--- config.mk ---
export PLATFORM = sky130hd
export DESIGN_NAME = hazard_ctrl_flat
export DESIGN_NICKNAME = d
export VERILOG_FILES = /design/src/rtl/hazard_ctrl_if.sv /design/src/rtl/hazard_ctrl.sv /design/src/flat_wrapper.sv
export SDC_FILE = /design/constraint.sdc
export NUM_CORES = 1
export LEC_CHECK = 0
export ABC_AREA = 1
export CAP_MARGIN = 30
export CORE_UTILIZATION = 35
export CTS_CLUSTER_SIZE = 40
export DETAILED_ROUTE_END_ITERATION = 8
export SYNTH_ARGS = -nofsm -noshare
export SYNTH_HDL_FRONTEND = slang
export SYNTH_SLANG_ARGS = --single-unit
--- constraint.sdc ---
create_clock -name clk -period 2.65 [get_ports clk]
set_clock_uncertainty 0.15 [all_clocks]
set_input_delay 0.795 -clock clk [delete_from_list [all_inputs] [get_ports clk]]
set_output_delay 0.795 -clock clk [all_outputs]
set_load 0.01 [all_outputs]
--- src/rtl/hazard_ctrl_if.sv ---
// Hazard controller bundle: hazard sources from the pipeline plus the per-stage
// enable/flush controls and statistics driven back by the controller.
//   master : hazard controller (consumes hazard sources, drives controls)
//   slave  : pipeline datapath (drives hazard sources, consumes controls)
interface hazard_ctrl_if #(
  parameter int unsigned CNT_WIDTH = 32
) ();
  // Hazard sources
  logic                 dmem_wait;
  logic                 ex_mc_start;
  logic                 ex_mc_done;
  logic                 branch_taken;
  logic                 idex_memread;
  logic [4:0]           idex_rd;
  logic [4:0]           ifid_rs1;
  logic [4:0]           ifid_rs2;
  logic                 ifid_uses_rs1;
  logic                 ifid_uses_rs2;
  // Pipeline controls
  logic                 pc_enable;
  logic                 ifid_enable;
  logic                 ifid_flush;
  logic                 idex_enable;
  logic                 idex_flush;
  logic                 exmem_enable;
  logic                 exmem_flush;
  // Status
  logic                 mc_timeout;
  logic [CNT_WIDTH-1:0] stall_count;
  logic [CNT_WIDTH-1:0] flush_count;

  modport master (
    input  dmem_wait, ex_mc_start, ex_mc_done, branch_taken, idex_memread,
           idex_rd, ifid_rs1, ifid_rs2, ifid_uses_rs1, ifid_uses_rs2,
    output pc_enable, ifid_enable, ifid_flush, idex_enable, idex_flush,
           exmem_enable, exmem_flush, mc_timeout, stall_count, flush_count
  );

  modport slave (
    output dmem_wait, ex_mc_start, ex_mc_done, branch_taken, idex_memread,
           idex_rd, ifid_rs1, ifid_rs2, ifid_uses_rs1, ifid_uses_rs2,
    input  pc_enable, ifid_enable, ifid_flush, idex_enable, idex_flush,
           exmem_enable, exmem_flush, mc_timeout, stall_count, flush_count
  );
endinterface

--- src/rtl/hazard_ctrl.sv ---
// Pipeline hazard and stall controller for the 5-stage core.
// Merges data-memory wait, multi-cycle EX ops, taken branches and load-use
// dependencies into enable/flush controls for PC, IF/ID, ID/EX and EX/MEM.
// Ports:
//   clk     : clock
//   reset_n : asynchronous active-low reset
//   hz      : hazard_ctrl_if master (hazard inputs, control/status outputs)
// Control outputs are combinational; counters and mc_timeout are registered.
module hazard_ctrl #(
  parameter int unsigned MC_TIMEOUT = 64,
  parameter int unsigned CNT_WIDTH  = 32
) (
  input logic           clk,
  input logic           reset_n,
  hazard_ctrl_if.master hz
);

  localparam int unsigned WaitW = $clog2(MC_TIMEOUT + 1);

  typedef enum logic [0:0] {StRun, StMcWait} state_e;

  state_e               state_q, state_d;
  logic [WaitW-1:0]     wait_q, wait_d;
  logic                 mc_timeout_q, mc_timeout_d;
  logic [CNT_WIDTH-1:0] stall_q, stall_d;
  logic [CNT_WIDTH-1:0] flush_q, flush_d;

  logic pc_en, ifid_en, ifid_fl, idex_en, idex_fl, exmem_en, exmem_fl;
  logic br_flush;
  logic load_use;

  // A load to x0 never creates a dependency.
  assign load_use = hz.idex_memread && (hz.idex_rd != 5'd0) &&
                    ((hz.ifid_uses_rs1 && (hz.ifid_rs1 == hz.idex_rd)) ||
                     (hz.ifid_uses_rs2 && (hz.ifid_rs2 == hz.idex_rd)));

  always_comb begin
    state_d      = state_q;
    wait_d       = wait_q;
    mc_timeout_d = 1'b0;
    br_flush     = 1'b0;
    pc_en        = 1'b1;
    ifid_en      = 1'b1;
    ifid_fl      = 1'b0;
    idex_en      = 1'b1;
    idex_fl      = 1'b0;
    exmem_en     = 1'b1;
    exmem_fl     = 1'b0;

    if (!reset_n) begin
      pc_en    = 1'b0;
      ifid_en  = 1'b0;
      idex_en  = 1'b0;
      exmem_en = 1'b0;
    end else if (hz.dmem_wait) begin
      // Whole pipe frozen; FSM and watchdog hold their values.
      pc_en    = 1'b0;
      ifid_en  = 1'b0;
      idex_en  = 1'b0;
      exmem_en = 1'b0;
    end else begin
      unique case (state_q)
        StRun: begin
          if (hz.ex_mc_start && !hz.ex_mc_done) begin
            // MC stall outranks a simultaneous branch.
            pc_en    = 1'b0;
            ifid_en  = 1'b0;
            idex_en  = 1'b0;
            exmem_fl = 1'b1;
            state_d  = StMcWait;
            wait_d   = WaitW'(1);
          end else if (hz.branch_taken) begin
            // ID holds a wrong-path instruction, so any load-use is moot.
            ifid_fl  = 1'b1;
            idex_fl  = 1'b1;
            br_flush = 1'b1;
          end else if (load_use) begin
            pc_en   = 1'b0;
            ifid_en = 1'b0;
            idex_fl = 1'b1;
          end
        end
        StMcWait: begin
          if (hz.ex_mc_done) begin
            state_d = StRun;
            wait_d  = '0;
          end else begin
            pc_en    = 1'b0;
            ifid_en  = 1'b0;
            idex_en  = 1'b0;
            exmem_fl = 1'b1;
            if (wait_q == WaitW'(MC_TIMEOUT)) begin
              // Op considered lost; resume fetching.
              state_d      = StRun;
              wait_d       = '0;
              mc_timeout_d = 1'b1;
            end else begin
              wait_d = wait_q + WaitW'(1);
            end
          end
        end
      endcase
    end
  end

  always_comb begin
    stall_d = stall_q;
    flush_d = flush_q;
    if (!pc_en && (stall_q != {CNT_WIDTH{1'b1}})) stall_d = stall_q + 1'b1;
    if (br_flush && (flush_q != {CNT_WIDTH{1'b1}})) flush_d = flush_q + 1'b1;
  end

  always_ff @(posedge clk or negedge reset_n) begin
    if (!reset_n) begin
      state_q      <= StRun;
      wait_q       <= '0;
      mc_timeout_q <= 1'b0;
      stall_q      <= '0;
      flush_q      <= '0;
    end else begin
      state_q      <= state_d;
      wait_q       <= wait_d;
      mc_timeout_q <= mc_timeout_d;
      stall_q      <= stall_d;
      flush_q      <= flush_d;
    end
  end

  assign hz.pc_enable    = pc_en;
  assign hz.ifid_enable  = ifid_en;
  assign hz.ifid_flush   = ifid_fl;
  assign hz.idex_enable  = idex_en;
  assign hz.idex_flush   = idex_fl;
  assign hz.exmem_enable = exmem_en;
  assign hz.exmem_flush  = exmem_fl;
  assign hz.mc_timeout   = mc_timeout_q;
  assign hz.stall_count  = stall_q;
  assign hz.flush_count  = flush_q;

endmodule

--- src/flat_wrapper.sv ---
// flat-port wrapper written by rule: the top's interface ports become plain ports
module hazard_ctrl_flat 
#(
  parameter int unsigned MC_TIMEOUT = 64,
  parameter int unsigned CNT_WIDTH  = 32
)
  (clk, reset_n, hz_dmem_wait, hz_ex_mc_start, hz_ex_mc_done, hz_branch_taken, hz_idex_memread, hz_idex_rd, hz_ifid_rs1, hz_ifid_rs2, hz_ifid_uses_rs1, hz_ifid_uses_rs2, hz_pc_enable, hz_ifid_enable, hz_ifid_flush, hz_idex_enable, hz_idex_flush, hz_exmem_enable, hz_exmem_flush, hz_mc_timeout, hz_stall_count, hz_flush_count);
  hazard_ctrl_if #(.CNT_WIDTH(CNT_WIDTH)) hz_i ();
  input logic clk;
  input logic reset_n;
  input wire logic [$bits(hz_i.dmem_wait)-1:0] hz_dmem_wait;
  input wire logic [$bits(hz_i.ex_mc_start)-1:0] hz_ex_mc_start;
  input wire logic [$bits(hz_i.ex_mc_done)-1:0] hz_ex_mc_done;
  input wire logic [$bits(hz_i.branch_taken)-1:0] hz_branch_taken;
  input wire logic [$bits(hz_i.idex_memread)-1:0] hz_idex_memread;
  input wire logic [$bits(hz_i.idex_rd)-1:0] hz_idex_rd;
  input wire logic [$bits(hz_i.ifid_rs1)-1:0] hz_ifid_rs1;
  input wire logic [$bits(hz_i.ifid_rs2)-1:0] hz_ifid_rs2;
  input wire logic [$bits(hz_i.ifid_uses_rs1)-1:0] hz_ifid_uses_rs1;
  input wire logic [$bits(hz_i.ifid_uses_rs2)-1:0] hz_ifid_uses_rs2;
  output wire logic [$bits(hz_i.pc_enable)-1:0] hz_pc_enable;
  output wire logic [$bits(hz_i.ifid_enable)-1:0] hz_ifid_enable;
  output wire logic [$bits(hz_i.ifid_flush)-1:0] hz_ifid_flush;
  output wire logic [$bits(hz_i.idex_enable)-1:0] hz_idex_enable;
  output wire logic [$bits(hz_i.idex_flush)-1:0] hz_idex_flush;
  output wire logic [$bits(hz_i.exmem_enable)-1:0] hz_exmem_enable;
  output wire logic [$bits(hz_i.exmem_flush)-1:0] hz_exmem_flush;
  output wire logic [$bits(hz_i.mc_timeout)-1:0] hz_mc_timeout;
  output wire logic [$bits(hz_i.stall_count)-1:0] hz_stall_count;
  output wire logic [$bits(hz_i.flush_count)-1:0] hz_flush_count;
  assign hz_i.dmem_wait = hz_dmem_wait;
  assign hz_i.ex_mc_start = hz_ex_mc_start;
  assign hz_i.ex_mc_done = hz_ex_mc_done;
  assign hz_i.branch_taken = hz_branch_taken;
  assign hz_i.idex_memread = hz_idex_memread;
  assign hz_i.idex_rd = hz_idex_rd;
  assign hz_i.ifid_rs1 = hz_ifid_rs1;
  assign hz_i.ifid_rs2 = hz_ifid_rs2;
  assign hz_i.ifid_uses_rs1 = hz_ifid_uses_rs1;
  assign hz_i.ifid_uses_rs2 = hz_ifid_uses_rs2;
  assign hz_pc_enable = hz_i.pc_enable;
  assign hz_ifid_enable = hz_i.ifid_enable;
  assign hz_ifid_flush = hz_i.ifid_flush;
  assign hz_idex_enable = hz_i.idex_enable;
  assign hz_idex_flush = hz_i.idex_flush;
  assign hz_exmem_enable = hz_i.exmem_enable;
  assign hz_exmem_flush = hz_i.exmem_flush;
  assign hz_mc_timeout = hz_i.mc_timeout;
  assign hz_stall_count = hz_i.stall_count;
  assign hz_flush_count = hz_i.flush_count;
  hazard_ctrl #(.MC_TIMEOUT(MC_TIMEOUT), .CNT_WIDTH(CNT_WIDTH)) u_core (.clk(clk), .reset_n(reset_n), .hz(hz_i));
endmodule
==> run_results.csv, run 1 <==
group,metric,value,unit
critical_path,timing.critical_path.cells,"buf_8 -> inv_4 -> nand2_2 -> nand2_1 -> nor2_1 -> nand3_1 -> nand2_2 -> nand3_2 -> nand2_4 -> inv_4 -> buf_6",
clock_tree,clock_sink_count,73,
sta,layout_worst_path_cycle_share,98.2,%
sta,tightest_slew,518,ps
synth,synth.most_common_cell,"nand2_1",
sta,setup_tns,0,ps
power,p_int,0.00241,W
synth,top_post_synthesis_cells_by_count,"nand2_1, nor2_1, dfrtp_1",
clock_tree,worst_setup_hold_path_clk_slew,60,ps
cells_and_area,nFillCells,1387,
power,swShare,29.9,%
global_routing,wire_length_of_the_first_global_routing_pass,23.2,mm
global_routing,grt_pass1_vias,4736,
synth,synth_xor_area_share,8.10,%
synth,ys_top_cells_by_area,"dfrtp_1, nand2_1, nor2_1",
min_path,worst_hold_path_type,"reg -> reg",
critical_path,timing.critical_path.fanout_max,3,
synth,synth_mux_area_share,0,%
sta,timing.final.ws_setup,47.5,ps
route,dr_pass1_iterations,4,
sta,setup_viol,0,
route,route.detailed.wl_per_inst,13.2,µm
critical_path,startpoint_type,"primary input",
sta,timing_hold_violations_final,0,
route,drt.antenna.violating_nets,0,
critical_path,timing.critical_path.to_type,"primary output",
cells_and_area,finalInstanceArea,6520,µm²
synth,synth_enable_flop_cells,0,
floorplanning,io_pins,96,
global_routing,global_route.usage.total,20.5,%
power,report.power.total,0.00344,W
synth,synth_compound_gate_area_share,2.31,%
sta,max_freq,384,MHz
synth,synth_top_family_by_area,"simple AND/OR/NAND/NOR gates",
critical_path,worstSetupPathType,"in -> out",
floorplanning,floorplan.die_area,14400,µm²
critical_path,cp_data_required_time,1710,ps
synth,synth-seq-area-share,37.5,%
synth,synth_top_cell_by_area,"dfrtp_1",
clock_tree,cts_root_buffer,"clkbuf_16",
synth,post_synth_inst_count,743,
clock_tree,cts_inserted_buffers,9,
route,routed_wl,13.7,mm
route,viasPerCell,4.71,
clock_tree,clock_path_buffers,2,
place,portBuffers,95,
global_routing,antenna_found_initial,0,
synth,syn_area_per_cell,6.55,µm²
clock_tree,tritoncts_clock_tree,"built",
route,detail_route.iter0.violations,322,
synth,flop_and_latch_count_out_of_synthesis,73,
synth,synth_cell_type_count,29,
power,comb_power_share,23.0,%
power,net-switching-power,0.00103,W
clock_tree,clk_latency,340,ps
synth,yosys_most_used_dff,"dfrtp_1",
critical_path,biggest_cell_delay_along_the_critical_path,120,ps
sta,slew_headroom,65.5,%
power,total_leakage_power,3.09,nW
cells_and_area,finish.net_count,888,
cells_and_area,area_delta_synth_final,33.9,%
sta,grt_setup_unrepaired,"true",
floorplanning,die_w,120,µm
sta,min_period,2600,ps
critical_path,crit_arrival,1660,ps
synth,syn-cell-area,4870,µm²
clock_tree,ctsHtreeMaxLevel,3,
floorplanning,dieHeight,120,µm
place,placement.cell_area,6140,µm²
flow_run,cap_viol_max_count,0,
cells_and_area,layout_cell_share_with_drive_strength_beyond_1,12.1,%
critical_path,critical_path.top_delay_family,"simple AND/OR/NAND/NOR gates",
power,power-per-cell-area,528,nW/µm²
place,detailedPlacementHpwl,10.5,mm
place,post-place-ws,-850,ps
synth,post_synth_and_or_nand_nor_area_fraction,44.2,%
global_routing,grt_start_max_net_pins,42,
sta,drv_slew,0,
route,routed-via-count,4907,
critical_path,slowest_stage,"nor2_1",
power,clockPowerShare,37.0,%
route,route.detailed.drc,0,
place,place.gp.congestion,0.926,
outcome,run_status,"complete, no violations",
synth,async_reset_ff_share,100,%
synth,ys.warnings.count,0,
global_routing,overflow,0,
power,vdd.ir_drop.worst,366,µV
floorplanning,initial_core_util,36.3,%
floorplanning,core_area,13400,µm²
synth,post-synth-top-area-fraction,37.5,%
synth,synth_adder_area_share,1.03,%
synth,syn-num-nets,771,
critical_path,worstPathBufferInverterCount,4,
cells_and_area,insertedDiodeCount,0,
floorplanning,core.rowCount,42,
power,power.sequential.fraction,40.0,%
[power groups by stage]
stage          Sequential (W)  Combinational [W]  Clock [W]
2_1_floorplan         0.00142           0.000363          0
3_3_place_gp          0.00140           0.000776          0
4_1_cts               0.00137           0.000787    0.00131
3_5_place_dp          0.00139           0.000780          0
5_1_grt               0.00140           0.000872    0.00135
6_report              0.00137           0.000792    0.00127
[cells by family (layout without fill, tap and decap cells)]
group	after synthesis	count (layout)
AO/OA/AOI/OAI	21	21
buffers and inverters	80	202
adder cells (fa/ha/maj)	4	4
XOR/XNOR	45	45
AND/OR/NAND/NOR	520	520
flip-flops	73	73
[flip-flops by register name, indices dropped and copies added (netlist names)]
signal,count
u_core.hz.stall_count,32
u_core.state_q,1
u_core.hz.mc_timeout,1
u_core.wait_q,7
u_core.hz.flush_count,32
[path summary, 6_finish.rpt]
path | slack, ps | depth (start not counted) | from | endpoint
min in group asynchronous | 410 | 2 | reset_n | u_core.hz.stall_count[7]$_DFFE_PN0P_
max in group asynchronous | 1060 | 3 | reset_n | u_core.wait_q[0]$_DFFE_PN0P_
hold / removal | 350 | 1 | u_core.hz.flush_count[30]$_DFFE_PN0P_ | u_core.hz.flush_count[30]$_DFFE_PN0P_
hold reg to reg | 350 | 1 | u_core.hz.flush_count[30]$_DFFE_PN0P_ | u_core.hz.flush_count[30]$_DFFE_PN0P_
setup / recovery | 50 | 11 | hz_idex_rd[3] | hz_pc_enable
setup reg to reg | 350 | 11 | u_core.hz.stall_count[1]$_DFFE_PN0P_ | u_core.hz.stall_count[10]$_DFFE_PN0P_
[cell usage in the layout, fill, tap and decap left out, drive strengths merged]
master	synthesis	layout
a21oi	6	6
a31oi	2	2
buf	12	49
bufinv	0	1
clkbuf	3	16
clkdlybuf4s15	0	1
clkdlybuf4s50	0	65
clkinv	0	1
dfrtp	73	73
dlygate4sd2	0	4
ha	4	4
inv	65	65
nand2	320	320
nand3	59	59
nand3b	8	8
nand4	5	5
nor2	96	96
nor3	30	30
nor3b	1	1
nor4	1	1
o211a	1	1
o21ai	12	12
xnor2	9	9
xor2	36	36
[stage by stage]
stage | instances | hold WS (ps) | utilization (%)
4_1_cts | 1041 | 350 | 48.1
6_report | 1041 | 346 | 48.6
3_3_place_gp | 1022 | 341 | 45.8
3_5_place_dp | 1022 | 337 | 45.8
5_1_grt | 1041 | 381 | 48.6
2_1_floorplan | 743 | 328 | -
[final cells by class]
type | count | area [µm²] | area share, %
tap | 176 | 220 | 3.38
inverter | 65 | 249 | 3.82
multi-input combinational | 590 | 2780 | 42.7
clock inverter | 2 | 35.0 | 0.538
clock buffer | 14 | 274 | 4.21
sequential | 73 | 1830 | 28.0
timing repair buffer | 121 | 1130 | 17.3
[layer usage]
metal / track usage, % / vias up / wire length [µm]
met4: 10.2 / 0 / 318
met5: 0 / - / 0
met1: 27.6 / 2218 / 6710
met3: 4.18 / 20 / 691
met2: 31.1 / 114 / 6000
li1: - / 2555 / -
[repair_timing]
action / 4_1_cts / 5_1_grt
setup endpoints to repair: 39 / 6
gates resized for setup: 115 / 32
hold endpoints to repair: 0 / 0
setup buffers: 3 / 0
hold buffers: 0 / 0
pin swaps: 27 / 24
[worst register-to-register path, delay by kind of cell (launching register included)]
| kind | cells | cell delay [ps] |
|---|---|---|
| buf+inv | 1 | 250 |
| flops | 1 | 410 |
| fa+ha+maj | 1 | 260 |
| simple gates | 9 | 1120 |
No activity file was read; power rests on OpenSTA's default activity.
==> inputs of run 2 (changes only) <==
Settings changed: CORE_MARGIN from default to 2.
==> run 2 against run 1 <==
  * Final area is 0.65% higher
  * Sequential share of layout area is 0.18 points lower
  * Wire length is 2.6% higher
  * Via count up 2.0%
  * Register-to-register slack gained 20 ps
  * Total power shrank 4.5%
  * First-iteration DRC count decreased by 11%
==> run_results.csv, run 2 (synthesis gave the netlist of run 1 again) <==
group,metric,value,unit
outcome,run_status,"complete, no violations",
critical_path,crit_arrival,1670,ps
cells_and_area,layout.cells.most_common,"nand2_1",
power,power-per-cell-area,501,nW/µm²
floorplanning,io_pins,96,
place,detailedPlacementHpwl,10.6,mm
critical_path,slowest_stage,"nand2_4",
floorplanning,initial_core_util,35.5,%
sta,final.hold.worst_slack,346,ps
sta,setup_viol,0,
route,drt.antenna.violating_nets,0,
sta,max_freq,383,MHz
place,placed_cells,1027,
place,place.gp.congestion,0.908,
flow_run,cap_viol_max_count,0,
floorplanning,dieHeight,122,µm
cells_and_area,area_delta_synth_final,34.8,%
cells_and_area,layout_cell_share_with_drive_strength_beyond_1,13.0,%
clock_tree,ctsHtreeMaxLevel,3,
sta,layout_worst_path_cycle_share,98.5,%
clock_tree,cts_inserted_buffers,9,
floorplanning,floorplan.die_area,14900,µm²
critical_path,worstReg2RegStart,"u_core.hz.stall_count[1]$_DFFE_PN0P_",
sta,timing_hold_violations_final,0,
power,total_leakage_power,3.09,nW
clock_tree,worst_setup_hold_path_clk_slew,60,ps
global_routing,wire_length_of_the_first_global_routing_pass,23.3,mm
route,routed_wl,14.1,mm
clock_tree,clock_sink_count,73,
sta,slew_headroom,64.2,%
critical_path,crit_path_frequent_cell,"nand2_1",
cells_and_area,stdcell_count,1049,
global_routing,grt_start_max_net_pins,42,
route,route.detailed.wl_per_inst,13.4,µm
sta,min_period,2610,ps
floorplanning,die_w,122,µm
floorplanning,core_area,13700,µm²
clock_tree,cts_hold_buf,0,
route,route.detailed.drc,0,
global_routing,antenna_found_initial,1,
cells_and_area,layout_common_cells,"nand2_1, nor2_1, dfrtp_1",
cells_and_area,utilization,47.8,%
sta,tightest_slew,537,ps
route,viasPerCell,4.77,
min_path,hold_path_startpoint,"u_core.hz.flush_count[30]$_DFFE_PN0P_",
clock_tree,cts_root_buffer,"clkbuf_16",
critical_path,cp_data_required_time,1710,ps
place,portBuffers,95,
power,vdd.ir_drop.worst,371,µV
cells_and_area,finish.net_count,891,
critical_path,timing.critical_path.to_type,"primary output",
sta,drv_slew,0,
critical_path,timing.critical_path.fanout_max,4,
cells_and_area,nFillCells,1405,
critical_path,biggest_cell_delay_along_the_critical_path,120,ps
sta,grt_setup_unrepaired,"true",
floorplanning,core.rowCount,43,
route,dr_pass1_iterations,5,
min_path,worst_hold_path_type,"reg -> reg",
clock_tree,tritoncts_clock_tree,"built",
route,routed-via-count,5003,
critical_path,startpoint_type,"primary input",
global_routing,overflow,0,
critical_path,timing.critical_path.cells,"buf_8 -> nand2_1 -> nand2_1 -> nor2_1 -> nand3_1 -> nand2_2 -> nand3_2 -> nand2_4 -> inv_4 -> buf_6",
clock_tree,clk_latency,340,ps
route,detail_route.iter0.violations,287,
global_routing,global_route.usage.total,20.0,%
critical_path,startpoint,"hz_idex_rd[4]",
critical_path,worstSetupPathType,"in -> out",
global_routing,grt_pass1_vias,4734,
clock_tree,clock_path_buffers,2,
[run 2: changes by cell type in the layout (fill, tap and decap cells not counted), sizes merged]
| cell | previous run | this run |
|---|---|---|
| diode | 0 | 1 |
| clkinv | 1 | 4 |
| clkdlybuf4s15 | 1 | 3 |
| bufinv | 1 | 0 |
| clkbuf | 16 | 13 |
| buf | 49 | 51 |
[run 2: cell type report]
| cell class | instances | area [µm²] | area share, % |
|---|---|---|---|
| clock buffers | 12 | 236 | 3.61 |
| multi-input cells | 590 | 2810 | 42.9 |
| diodes | 1 | 2.50 | 0.0382 |
| inverters | 65 | 251 | 3.84 |
| clock inverters | 4 | 20.0 | 0.305 |
| flip-flops and latches | 73 | 1830 | 27.9 |
| well taps | 180 | 225 | 3.43 |
| repair buffers | 124 | 1180 | 18.1 |
[run 2: path summary, 6_finish.rpt]
| check | endpoint | slack [ps] | cells past startpoint |
|---|---|---|---|
| max in group asynchronous | u_core.hz.stall_count[3]$_DFFE_PN0P_ | 1050 | 3 |
| worst max-delay path | hz_pc_enable | 40 | 10 |
| worst min-delay path | u_core.hz.flush_count[30]$_DFFE_PN0P_ | 350 | 1 |
| worst min register to register | u_core.hz.flush_count[30]$_DFFE_PN0P_ | 350 | 1 |
| worst max register to register | u_core.hz.stall_count[26]$_DFFE_PN0P_ | 370 | 11 |
| min in group asynchronous | u_core.hz.stall_count[10]$_DFFE_PN0P_ | 410 | 2 |
[run 2: through the flow]
stage | power, W | setup TNS [ps] | setup WS, ps | instance area [µm²]
floorplan | 0.00178 | 0 | 9.26 | 4880
global placement | 0.00218 | -19120 | -819 | 6170
detailed placement | 0.00219 | -20720 | -833 | 6170
CTS | 0.00331 | -2.46 | -1.39 | 6470
global route | 0.00349 | -144 | -59.8 | 6560
finish | 0.00328 | 0 | 38.9 | 6560
[run 2: power breakdown]
group          internal, W  switching (W)  total [W]  leakage, nW
logic             0.000383       0.000430   0.000813         1.97
clock network     0.000628       0.000465    0.00109        0.130
registers          0.00123       0.000148    0.00138        0.992
total              0.00224        0.00104    0.00328         3.09
[run 2: critical path: cells and delay by family]
family        cells  cell delay (ps)
simple gates      7              610
buf+inv           3              250
[run 2: layer usage]
metal  global-route usage (%)  up-vias  part of all wire, %
li1                         -     2560                    -
met1                     27.0     2269                   47
met2                     31.5      151                   45
met3                     5.10       23                  6.0
met4                     5.89        0                  2.1
met5                        0        -                    0
[run 2: repair_timing]
action	4_1_cts	5_1_grt
endpoints found under the setup margin	39	5
pin swaps	25	28
gates resized for setup	119	32
setup buffers	5	0
==> inputs of run 3 (changes only) <==
Settings changed: CTS_BUF_LIST from default to sky130_fd_sc_hd__clkbuf_8.
==> run 3 against run 2 <==
  * Non-clock buffer count stayed put
  * Fmax hardly changed
  * Sequential share of layout area is 0.44 points higher
  * Register-to-register slack is essentially flat
  * Global-route usage barely moved
  * Clock power fell by 31%
  * First-iteration DRC count rose by 21%
  * Die area unchanged
  * Via count is 0.12% higher
  * Utilization decreased by 0.74 points
  * Highest routed layer unchanged
==> run_results.csv, run 3 (synthesis gave the netlist of run 1 again) <==
group,metric,value,unit
cells_and_area,finish.net_count,891,
global_routing,wire_length_of_the_first_global_routing_pass,23.3,mm
power,power-per-cell-area,455,nW/µm²
cells_and_area,layout_cell_share_with_drive_strength_beyond_1,13.0,%
floorplanning,floorplan.die_area,14900,µm²
critical_path,cp_data_required_time,1710,ps
power,total_leakage_power,3.06,nW
clock_tree,ctsHtreeMaxLevel,3,
floorplanning,initial_core_util,35.5,%
global_routing,global_route_hottest_layer,"met2",
floorplanning,die_w,122,µm
route,route.detailed.drc,0,
sta,final.hold.worst_slack,349,ps
clock_tree,clock_sink_count,73,
cells_and_area,sequential_cell_area,1830,µm²
critical_path,reg2reg_slack,360,ps
global_routing,grt_pass1_vias,4749,
cells_and_area,stdcell_count,1049,
min_path,min_path_cells,1,
global_routing,met1_usage,27.1,%
critical_path,startpoint_type,"primary input",
route,routed_wl,14.1,mm
place,portBuffers,95,
route,dr_pass1_iterations,5,
critical_path,r2r.worst_path.cells,11,
place,detailedPlacementHpwl,10.6,mm
critical_path,worstReg2RegStart,"u_core.hz.stall_count[1]$_DFFE_PN0P_",
floorplanning,io_pins,96,
route,detail_route.iter0.violations,347,
power,vdd.ir_drop.worst,369,µV
place,post-place-ws,-833,ps
route,drt.antenna.violating_nets,0,
sta,drv_slew,0,
clock_tree,worst_setup_hold_path_clk_slew,80,ps
global_routing,grt.met2_usage,31.5,%
critical_path,rr_endpoint,"u_core.hz.stall_count[26]$_DFFE_PN0P_",
route,viasPerCell,4.78,
place,placed_cells,1027,
global_routing,antenna_found_initial,1,
cells_and_area,nFillCells,1419,
floorplanning,core_area,13700,µm²
sta,tightest_slew,538,ps
clock_tree,cts_hold_buf,0,
critical_path,timing.critical_path.to_type,"primary output",
cells_and_area,finalInstanceArea,6460,µm²
min_path,min_to,"u_core.hz.flush_count[30]$_DFFE_PN0P_",
cells_and_area,multi_input_area,2810,µm²
route,route.detailed.wl_per_inst,13.4,µm
clock_tree,clock_path_buffers,2,
route,routed-via-count,5009,
critical_path,timing.critical_path.fanout_max,4,
place,placement.cell_area,6170,µm²
place,place.gp.congestion,0.908,
cells_and_area,layout.cells.most_common,"nand2_1",
flow_run,cap_viol_max_count,0,
clock_tree,cts_inserted_buffers,9,
sta,layout_worst_path_cycle_share,98.5,%
global_routing,global_route.usage.total,20.0,%
global_routing,overflow,0,
min_path,worst_hold_path_type,"reg -> reg",
outcome,run_status,"complete, no violations",
floorplanning,dieHeight,122,µm
sta,max_freq,383,MHz
floorplanning,core.rowCount,43,
cells_and_area,layout_common_cells,"nand2_1, nor2_1, dfrtp_1",
power,report.power.total,0.00294,W
sta,timing_hold_violations_final,0,
cells_and_area,area_delta_synth_final,32.7,%
clock_tree,clk_latency,360,ps
global_routing,grt_use_met3,4.54,%
min_path,hold_path_startpoint,"u_core.hz.flush_count[30]$_DFFE_PN0P_",
clock_tree,tritoncts_clock_tree,"built",
clock_tree,cts_root_buffer,"clkbuf_8",
sta,grt_setup_unrepaired,"true",
sta,min_period,2610,ps
global_routing,grt_start_max_net_pins,42,
critical_path,crit_arrival,1660,ps
critical_path,worstSetupPathType,"in -> out",
sta,slew_headroom,64.2,%
sta,timing.final.ws_setup,40.1,ps
sta,setup_viol,0,
run 3: worst max-delay path, cell delays in order:
cell and delay [ps]:
buf_8 100, nand2_1 60, nand2_1 50, nor2_1 110, nand3_1 100, nand2_2 80, nand3_2 90, nand2_4 120
inv_4 40, buf_6 110
run 3: cell type report:
type	instances	area share [%]
Inverter	65	3.90
Timing Repair Buffer	124	18.3
Multi-Input combinational cell	590	43.5
Clock inverter	7	0.484
Tap cell	180	3.49
Clock buffer	9	1.92
Sequential cell	73	28.3
Antenna cell	1	0.0388
run 3: how the worst max path moves through the flow:
stage               cells after the start            to           start
floorplan                              11  hz_pc_enable   hz_idex_rd[3]
global placement                       11  hz_pc_enable   hz_idex_rd[4]
detailed placement                     11  hz_pc_enable   hz_idex_rd[4]
CTS                                    11  hz_pc_enable   hz_idex_rd[2]
global route                           11  hz_pc_enable  hz_ifid_rs2[1]
finish                                 10  hz_pc_enable   hz_idex_rd[4]
run 3: per-stage QoR:
stage	TNS (ps)	util, %
after floorplan	0	-
after global placement	-19120	45.0
after detailed placement	-20720	45.0
after CTS	-2.46	46.4
after global routing	-144	47.1
final	0	47.1
run 3: report_power, final:
part           switching, W  internal, W  total [W]
registers          0.000146      0.00123    0.00137
logic              0.000430     0.000383   0.000814
clock network      0.000429     0.000323   0.000752
total               0.00101      0.00193    0.00294
run 3: layer usage:
| layer | routed length, µm | share of wire (%) |
|---|---|---|
| met1 | 6630 | 47 |
| met2 | 6320 | 45 |
| met3 | 858 | 6.1 |
| met4 | 264 | 1.9 |
| met5 | 0 | 0 |
run 3: timing repair:
item | in CTS | in global routing
resized for setup | 119 | 32
pin swaps | 25 | 28
endpoints found under the hold margin | 0 | 0
buffers inserted | 5 | 0
setup endpoints to repair | 32 | 5
